[config.mk]
export PLATFORM = sky130hd
export DESIGN_NAME = fifo_write_arbiter
export DESIGN_NICKNAME = d
export VERILOG_FILES = /design/src/rtl/fifo_write_arbiter.sv
export SDC_FILE = /design/constraint.sdc
export NUM_CORES = 1
export LEC_CHECK = 0
export ABC_AREA = 0
export ABC_CLOCK_PERIOD_IN_PS = 4800
export CORE_UTILIZATION = 38
export DETAILED_ROUTE_END_ITERATION = 16
export DONT_BUFFER_PORTS = 1
export PLACE_DENSITY = 0.62
export SETUP_SLACK_MARGIN = 0.15
export SLEW_MARGIN = 20
export SYNTH_ARGS = -nofsm -noshare
export SYNTH_HDL_FRONTEND = slang
export SYNTH_SLANG_ARGS = --single-unit
[constraint.sdc]
create_clock -name clk -period 4.8 [get_ports clk]
set_input_delay 0.96 -clock clk [delete_from_list [all_inputs] [get_ports clk]]
set_output_delay 0.96 -clock clk [all_outputs]
set_load 0.01 [all_outputs]
[src/rtl/fifo_write_arbiter.sv]
// Round-robin arbiter sharing one FIFO write port among several producers.
// Bounded bursts per grant; a one-word output register drives wrena/wrdata.
module fifo_write_arbiter #(
    parameter int p_WIDTH = 8,
    parameter int p_PORTS = 4,
    parameter int p_BURST = 4
) (
    input  logic                       clk,
    input  logic                       rst,
    input  logic [p_PORTS-1:0]         req_valid,
    input  logic [p_PORTS*p_WIDTH-1:0] req_data,
    output logic [p_PORTS-1:0]         req_ready,
    input  logic                       full,
    output logic                       wrena,
    output logic [p_WIDTH-1:0]         wrdata,
    output logic [p_PORTS-1:0]         grant,
    output logic                       busy
);

    localparam int PW = (p_PORTS > 1) ? $clog2(p_PORTS) : 1;
    localparam int CW = $clog2(p_BURST + 1);
    localparam logic [CW-1:0] LAST = CW'(p_BURST - 1);
    localparam logic [PW-1:0] TOP  = PW'(p_PORTS - 1);

    typedef enum logic {
        S_IDLE,
        S_OWN
    } state_t;

    state_t             state;
    state_t             state_d;
    logic [p_PORTS-1:0] grant_d;
    logic [PW-1:0]      ptr;
    logic [PW-1:0]      ptr_d;
    logic [PW-1:0]      owner;
    logic [PW-1:0]      owner_d;
    logic [PW-1:0]      owner_nxt;
    logic [PW-1:0]      pick;
    logic [PW-1:0]      cand;
    logic [CW-1:0]      cnt;
    logic [CW-1:0]      cnt_d;
    logic               found;
    logic               load_en;
    logic               xfer;
    logic               owner_valid;
    logic [p_WIDTH-1:0] owner_data;

    // The stage can accept a word when empty or when its word drains now.
    assign load_en   = ~wrena | ~full;
    assign req_ready = grant & {p_PORTS{load_en}};
    assign xfer      = owner_valid & load_en;
    assign busy      = (|grant) | wrena;
    assign owner_nxt = (owner == TOP) ? '0 : owner + 1'b1;

    // Round-robin search: first valid port at or above ptr, wrapping.
    always_comb begin
        pick  = '0;
        cand  = '0;
        found = 1'b0;
        for (int k = 0; k < p_PORTS; k++) begin
            cand = PW'((int'(ptr) + k) % p_PORTS);
            if (!found && req_valid[cand]) begin
                found = 1'b1;
                pick  = cand;
            end
        end
    end

    // Select the current owner's valid and data through the one-hot grant.
    always_comb begin
        owner_valid = 1'b0;
        owner_data  = '0;
        for (int i = 0; i < p_PORTS; i++) begin
            if (grant[i]) begin
                owner_valid = req_valid[i];
                owner_data  = req_data[i*p_WIDTH +: p_WIDTH];
            end
        end
    end

    // Next-state: grant in IDLE, count and release in OWN.
    always_comb begin
        state_d = state;
        grant_d = grant;
        ptr_d   = ptr;
        owner_d = owner;
        cnt_d   = cnt;
        unique case (state)
            S_IDLE: begin
                if (found) begin
                    state_d       = S_OWN;
                    grant_d       = '0;
                    grant_d[pick] = 1'b1;
                    owner_d       = pick;
                    cnt_d         = '0;
                end
            end
            S_OWN: begin
                if (xfer) begin
                    cnt_d = cnt + 1'b1;
                end
                if (!owner_valid || (xfer && cnt == LAST)) begin
                    state_d = S_IDLE;
                    grant_d = '0;
                    ptr_d   = owner_nxt;
                end
            end
        endcase
    end

    // Arbiter state, grant, pointer and burst counter.
    always_ff @(posedge clk or posedge rst) begin
        if (rst) begin
            state <= S_IDLE;
            grant <= '0;
            ptr   <= '0;
            owner <= '0;
            cnt   <= '0;
        end else begin
            state <= state_d;
            grant <= grant_d;
            ptr   <= ptr_d;
            owner <= owner_d;
            cnt   <= cnt_d;
        end
    end

    // One-word output stage; holds its word while the FIFO is full.
    always_ff @(posedge clk or posedge rst) begin
        if (rst) begin
            wrena  <= 1'b0;
            wrdata <= '0;
        end else if (load_en) begin
            wrena <= xfer;
            if (xfer) begin
                wrdata <= owner_data;
            end
        end
    end

endmodule

==> flow_summary_export.csv, run 1 <==
group,metric,value,unit
sta,period_share,50.4,%
global_route,globalRouteTotalUtil,15.2,%
setup_path,cp_data_required_time,3.84,ns
global_route,grt_max_degree,25,
pwr,swShare,43.6,%
setup_path,critPathTopFamily,"flip-flops",
synthesis,yosys.area.top_type_share,39.0,%
sta,slew_headroom,48.2,%
run,max_cap_viol_count,0,
floorplan,die_x,61.5,µm
synthesis,synth_cell_type_count,38,
cells_and_area,nets,180,
sta,final.setup.tns,0,ns
cells_and_area,regArea,526,µm²
pwr,clockPowerShare,9.1,%
pwr,p_comb_share,49.1,%
routing,viasPerCell,5.84,
synthesis,synth_area_leaders,"dfrtp_1 39%, mux2_1 6.7%, a221oi_1 5.2%",
cts,cts_hold_buffers,0,
routing,wl,2910,µm
setup_path,endpoint_kind,"output pin",
outcome,status,"finished, final reports clean",
sta,fmax,0.414,GHz
cts,cts_buffer_depth,2,
placement,place.gp.congestion,0.847,
synthesis,synth-edff-count,0,
cells_and_area,areaGrowthSynthToFinish,4.09,%
cells_and_area,final_cell_mix,"21 x dfrtp_1, 18 x nand2_1, 10 x nor2b_1",
cts,cts_tree,"built",
cts,cts_max_level,1,
pwr,pwr-share-seq,41.8,%
synthesis,synth_flop_cell,"dfrtp_1",
synthesis,postSynthCellCount,139,
placement,io_buffers,0,
routing,vias,1069,
synthesis,synth_seq_cells,21,
sta,finalCriticalPeriod,2.42,ns
setup_path,slowest_stage,"dfrtp_1",
floorplan,die_h,61.5,µm
setup_path,worstPathCellList,"nor2_1 > nand2_1",
floorplan,core_area,3360,µm²
cells_and_area,num-fill-cells,342,
floorplan,row_count,21,
floorplan,num_io_pins,57,
synthesis,synth_fp_nets,181,
sta,setup_viol,0,
pwr,power_density,640,nW/µm²
setup_path,crit_buf_inv,0,
cts,clkSinkCount,21,
sta,finalHoldViolCount,0,
floorplan,start_util,40.0,%
routing,drt-initial-drc-count,38,
synthesis,synthArstFlopShare,100,%
synthesis,syn_area,1350,µm²
setup_path,cp_max_fo,24,
pwr,p_leak,0.601,nW
cts,numCtsBuffers,3,
setup_path,critical_path_arrival,1.46,ns
cts,post_cts_resized,0,
sta,drv_slew,0,
cells_and_area,multiInputGateArea,758,µm²
placement,place_hpwl,2240,µm
setup_path,cpPeakStageDelay,0.79,ns
routing,postRouteAntennaNets,0,
cts,path_clk_slew,0.10,ns
cts,root_buffer,"clkbuf_4",
routing,drtPass1Iterations,5,
synthesis,ys_warn_count,0,
global_route,gr-total-overflow,0,
sta,tightest_slew,0.776,ns
floorplan,die_area,3780,µm²
hold_path,hp-class,"register to register",
cts,cts_setup_buffers,0,
routing,wl_per_cell,15.9,µm
cells_and_area,layout_commonest_cell,"dfrtp_1",
pwr,p_sw,0.000391,W
sta,fin_hold_ws,0.489,ns
cells_and_area,drive_above_1_share,8.03,%
synthesis,yosysSeqAreaShare,39.0,%
sta,skew,0.00538,ns
cts,clk_latency,0.30,ns
pwr,peakVddDrop,0.246,mV
cells_and_area,n_antenna_cell,0,
cells_and_area,finalCoreUtilization,41.7,%
synthesis,synth_area_per_cell,9.69,µm²
setup_path,start_kind,"register",
setup_path,path_class,"register to output pin",
pwr,p_int,0.000506,W
global_route,grt_pass1_vias,873,
sta,rsz0062_at_grt,"false",
global_route,grt_pass1_wl,4110,µm
synthesis,synth_top_cell_by_area,"dfrtp_1",
global_route,grt_antenna_before_repair,0,
routing,drc,0,
## worst reg2reg max path: stages (launching register included)
cell	delay, ns
dfrtp_1	0.79
nor2_1	0.19
a311oi_4	0.43
nand2_4	0.15
mux2_1	0.35
## state kept, by name, summed over array words and instances, names as in the netlist
| signal | flops |
|---|---|
| cnt | 3 |
| grant | 4 |
| owner | 2 |
| ptr | 2 |
| state | 1 |
| wrdata | 8 |
| wrena | 1 |
## layer usage
layer | track usage (%) | vias to the layer above | share of wire, %
met5 | 0 | - | 0
met1 | 17.3 | 509 | 39
li1 | - | 508 | -
met2 | 27.8 | 48 | 53
met3 | 5.46 | 4 | 6.7
met4 | 1.90 | 0 | 0.79
## power groups by stage
stage          clock [W]  sequential, W  combinational, W
2_1_floorplan          0       0.000329          0.000408
3_3_place_gp           0       0.000377          0.000430
3_5_place_dp           0       0.000379          0.000449
4_1_cts        0.0000859       0.000375          0.000450
5_1_grt        0.0000949       0.000394          0.000499
6_report       0.0000812       0.000375          0.000441
## worst paths after layout
kind	endpoint	slack, ns	cells after the start	start
worst max-delay path	busy	2.38	2	grant[2]
worst max register to register	wrdata[7]	2.79	4	grant[2]
max in group asynchronous	grant[2]	3.64	1	rst
worst min register to register	owner[1]	0.49	1	owner[1]
worst min-delay path	owner[1]	0.49	1	owner[1]
min in group asynchronous	wrdata[6]	0.68	1	rst
## metrics by stage
stage	std cells	total power [W]	worst slack [ns]	area [µm²]
2_1_floorplan	139	0.000738	2.55	1350
4_1_cts	183	0.000911	2.34	1400
3_3_place_gp	179	0.000807	2.52	1380
3_5_place_dp	179	0.000828	2.50	1380
5_1_grt	183	0.000988	2.19	1400
6_report	183	0.000897	2.38	1400
## synthesized netlist by cell type, drive strengths merged, types with 2 or more instances
library cell,number
and2,4
a21oi,4
ha,3
nand2b,3
o21ai,3
nor3b,2
nor3,2
inv,7
clkbuf,4
nand3,2
mux2i,3
a221oi,8
o31ai,10
nand2,19
nor2b,10
mux2,10
buf,3
a21o,2
nor2,5
o32ai,2
nor4,2
dfrtp,21
## cells by family after synthesis
logic type	Yosys count	synth area share (%)
flops	21	39.0
buf+inv	14	4.65
compound gates	36	22.4
simple gates	52	20.5
mux	13	10.6
fa+ha+maj	3	2.79
## final cells by class
type | instances | share of cell area [%]
Inverter | 7 | 1.88
Multi-Input combinational cell | 104 | 54.1
Timing Repair Buffer | 1 | 0.536
Tap cell | 46 | 4.11
Clock buffer | 4 | 1.88
Sequential cell | 21 | 37.5
Power figures use the tool's default switching activity.
==> run 2, diff against run 1 <==
Settings changed: ABC_CLOCK_PERIOD_IN_PS 4800 to 2400.
Clock period 4.8 ns to 2.4 ns, I/O delays scaled along.
==> flow_summary_export.csv, run 2 (same netlist as run 1, synthesis figures left out) <==
group,metric,value,unit
outcome,status,"finished, final reports clean",
cts,cts_max_level,1,
sta,slew_headroom,46.7,%
setup_path,cpPeakStageDelay,0.41,ns
cells_and_area,largest_registers,"wrdata: 8 flops, grant: 4 flops, cnt: 3 flops",
setup_path,start_kind,"register",
cts,cts_buffer_depth,2,
routing,postRouteAntennaNets,0,
cts,path_clk_slew,0.11,ns
sta,drv_slew,0,
cts,post_cts_resized,0,
cells_and_area,nets,182,
cts,cts_setup_buffers,0,
sta,final.setup.tns,0,ns
hold_path,hp-class,"primary input to asynchronous set/reset pin",
cells_and_area,num-fill-cells,347,
setup_path,path_class,"register to register",
sta,finalHoldViolCount,0,
pwr,power_density,1290,nW/µm²
cells_and_area,drive_above_1_share,9.35,%
routing,drc,0,
cells_and_area,n_antenna_cell,0,
cells_and_area,final_cell_mix,"21 x dfrtp_1, 18 x nand2_1, 10 x nor2b_1",
routing,viasPerCell,5.86,
cells_and_area,top_register,"wrdata",
floorplan,die_x,61.5,µm
cts,cts_hold_buffers,0,
setup_path,cp_max_fo,5,
setup_path,crit_buf_inv,0,
setup_path,worstPathCellList,"ha_1 > ha_1 > a21boi_0 > o21ai_1 > o31ai_4 > mux2_2",
routing,drt-initial-drc-count,42,
routing,wl,3010,µm
sta,tightest_slew,0.799,ns
cells_and_area,areaGrowthSynthToFinish,5.20,%
pwr,p_leak,0.611,nW
setup_path,slowest_stage,"dfrtp_1",
placement,io_buffers,0,
cts,cts_tree,"built",
sta,finalCriticalPeriod,1.77,ns
cts,clkSinkCount,21,
cts,clk_latency,0.30,ns
pwr,peakVddDrop,0.552,mV
global_route,grt_antenna_before_repair,0,
sta,skew,0.00195,ns
floorplan,row_count,21,
placement,postPlaceCellArea,1390,µm²
placement,place_hpwl,2320,µm
routing,vias,1085,
setup_path,cp_data_required_time,2.60,ns
sta,period_share,73.8,%
floorplan,core_area,3360,µm²
global_route,globalRouteTotalUtil,15.4,%
run,max_cap_viol_count,0,
setup_path,critPathTopFamily,"compound AO/OA/AOI/OAI gates",
routing,drtPass1Iterations,4,
global_route,gr-total-overflow,0,
global_route,grt_pass1_vias,947,
setup_path,crit_top_cell,"ha_1",
sta,fmax,0.564,GHz
floorplan,die_area,3780,µm²
sta,rsz0062_at_grt,"false",
sta,setup_viol,0,
floorplan,start_util,40.0,%
global_route,grt_pass1_wl,4300,µm
routing,wl_per_cell,16.2,µm
setup_path,endpoint_kind,"register",
cells_and_area,design_area,1420,µm²
cts,root_buffer,"clkbuf_4",
cells_and_area,layout_commonest_cell,"dfrtp_1",
floorplan,num_io_pins,57,
setup_path,critPathLaunch,"cnt[0]",
floorplan,die_h,61.5,µm
cells_and_area,finalCoreUtilization,42.1,%
setup_path,r2r-start,"cnt[0]",
cts,numCtsBuffers,3,
global_route,grt_max_degree,22,
placement,place.gp.congestion,0.899,
cells_and_area,largest_register_ffs,8,
setup_path,critical_path_arrival,1.97,ns
## run 2: final cells by class
type	instances	area [µm²]	area share [%]
Clock buffer	4	26.3	1.86
Sequential cell	21	526	37.1
Multi-Input combinational cell	104	758	53.5
Timing Repair Buffer	3	22.5	1.59
Tap cell	46	57.6	4.06
Inverter	7	26.3	1.86
## run 2: path summary, 6_finish.rpt
kind,to,cells past startpoint,slack (ns)
min,wrdata[6],1,0.21
max in group asynchronous,wrdata[5],1,1.70
max,ptr[1],6,0.63
max reg2reg,ptr[1],6,0.63
min in group clk,wrena,1,0.30
min reg2reg,cnt[0],1,0.49
## run 2: stage by stage
step	worst slack [ns]	std cells	power [W]	hold WS [ns]
global route	0.506	185	0.00199	0.271
detailed placement	0.647	181	0.00168	0.480
global placement	0.657	181	0.00163	0.468
floorplan	0.757	139	0.00148	0.452
finish	0.628	185	0.00183	0.208
CTS	0.632	185	0.00185	0.230
## run 2: where the power goes
group          internal, W  switching, W
clock            0.0000647      0.000103
sequential        0.000507      0.000202
combinational     0.000460      0.000492
## run 2: layer usage
layer  share of wire, %  vias up  wire (µm)  global-route usage (%)
li1                   -      507          -                       -
met1                 40      535       1190                    17.7
met2                 53       41       1600                    27.3
met3                6.8        2        204                    5.88
met4               0.17        0          5                    2.54
met5                  0        -          0                       0
==> run 3, diff against run 2 <==
Settings changed: ABC_CLOCK_PERIOD_IN_PS 2400 to 1500, PLACE_DENSITY 0.62 to 0.64.
Clock period 2.4 ns to 1.5 ns, I/O delays scaled along.
==> flow_summary_export.csv, run 3 (same netlist as run 1, synthesis figures left out) <==
group,metric,value,unit
cells_and_area,num-fill-cells,300,
cells_and_area,areaGrowthSynthToFinish,36.4,%
cts,clk_latency,0.30,ns
global_route,grt_antenna_before_repair,0,
sta,rsz0062_at_grt,"true",
routing,vias,1205,
global_route,grt_pass1_wl,4960,µm
cts,cts_tree,"built",
cts,root_buffer,"clkbuf_4",
sta,finalHoldViolCount,0,
sta,fmax,0.621,GHz
floorplan,start_util,40.0,%
sta,setup_ws,-0.110,ns
routing,wl_per_cell,16.8,µm
floorplan,num_io_pins,57,
run,max_cap_viol_count,0,
cells_and_area,largest_registers,"wrdata: 8 flops, grant: 4 flops, cnt: 3 flops",
floorplan,row_count,21,
floorplan,die_h,61.5,µm
cts,path_clk_slew,0.11,ns
floorplan,die_area,3780,µm²
routing,drt-initial-drc-count,43,
cells_and_area,layout_commonest_cell,"buf_4",
routing,drtPass1Iterations,4,
cells_and_area,n_antenna_cell,0,
sta,drv_slew,0,
cells_and_area,finalCoreUtilization,54.6,%
setup_path,endpoint_kind,"register",
cells_and_area,nets,211,
setup_path,cp_data_required_time,1.70,ns
cells_and_area,final_cell_mix,"21 x buf_4, 18 x dfrtp_1, 17 x nand2_1",
global_route,grt_max_degree,22,
setup_path,path_class,"register to register",
global_route,gr-total-overflow,0,
sta,period_share,107,%
sta,fin_hold_ws,0.120,ns
sta,slew_headroom,75.7,%
sta,skew,0.00635,ns
outcome,violations,"setup timing",
cts,clkSinkCount,21,
cts,cts_max_level,1,
setup_path,reg2regPathDepth,6,
cells_and_area,drive_above_1_share,43.5,%
routing,viasPerCell,5.63,
global_route,grt_pass1_vias,1140,
placement,io_buffers,0,
outcome,status,"finished, violations left",
setup_path,start_kind,"register",
cts,cts_buffer_depth,2,
pwr,p_leak,0.827,nW
sta,setup_viol,18,
setup_path,critical_path_arrival,1.81,ns
floorplan,die_x,61.5,µm
cells_and_area,largest_register_ffs,8,
floorplan,core_area,3360,µm²
placement,place.gp.congestion,0.851,
cells_and_area,top_register,"wrdata",
pwr,power_density,2140,nW/µm²
sta,finalCriticalPeriod,1.61,ns
routing,drc,0,
routing,postRouteAntennaNets,0,
hold_path,whs_path_depth,1,
setup_path,cp_max_fo,4,
global_route,globalRouteTotalUtil,18.0,%
placement,place_hpwl,2540,µm
sta,tightest_slew,0.361,ns
routing,wl,3590,µm
hold_path,hp-class,"primary input to register",
pwr,peakVddDrop,1.00,mV
cts,numCtsBuffers,3,
==> run 3: layout make-up <==
cell class	count	area (µm²)	share of cell area, %
well taps	46	57.6	3.13
repair buffers	32	284	15.5
flip-flops and latches	21	529	28.8
inverters	7	26.3	1.43
multi-input cells	104	913	49.7
clock buffers	4	26.3	1.43
==> run 3: critical path: stages (launching register included) <==
cell and delay [ns]:
dfrtp_1 0.40, ha_2 0.20, ha_4 0.15, a21boi_4 0.14, o21ai_4 0.19, o31ai_4 0.12, mux2_4 0.30
==> run 3: final timing paths <==
path                          start       end  slack, ns
setup / recovery             cnt[1]    ptr[0]      -0.11
hold / removal                 full     wrena       0.12
setup reg to reg             cnt[1]    ptr[0]      -0.11
hold reg to reg            owner[1]  owner[1]       0.49
max in group asynchronous       rst     wrena       0.80
min in group asynchronous       rst  grant[0]       0.46
==> run 3: routing by layer <==
metal,part of all wire [%],vias to the layer above,wire length [µm],GRT usage (%)
met1,40,578,1420,19.2
met2,52,50,1870,34.3
met3,7.2,4,259,5.46
li1,-,573,-,-
met4,1.1,0,39,4.76
met5,0,-,0,0
==> run 3: power by group <==
group | internal, W | total (W) | switching, W
logic | 0.00144 | 0.00256 | 0.00112
clock network | 0.000104 | 0.000271 | 0.000167
registers | 0.000819 | 0.00109 | 0.000271
total | 0.00236 | 0.00392 | 0.00156
==> run 3: what timing repair did <==
action                     in CTS  in global routing
setup endpoints to repair      24                 29
gates cloned                    0                  0
pin swaps                      10                  6
hold endpoints to repair       21                  0
setup buffers                   5                  4
resized for setup              24                 16
hold buffers                    1                  0
==> run 3: per-stage QoR <==
| step | power, W | instance area [µm²] | worst slack [ns] | instances | setup TNS [ns] |
|---|---|---|---|---|---|
| after floorplan | 0.00257 | 1390 | -0.0793 | 139 | -0.628 |
| after global placement | 0.00311 | 1570 | -0.0775 | 200 | -0.526 |
| after detailed placement | 0.00316 | 1570 | -0.118 | 200 | -1.29 |
| after CTS | 0.00375 | 1730 | -0.100 | 210 | -1.04 |
| after global routing | 0.00420 | 1840 | -0.166 | 214 | -2.33 |
| final | 0.00392 | 1840 | -0.110 | 214 | -1.21 |
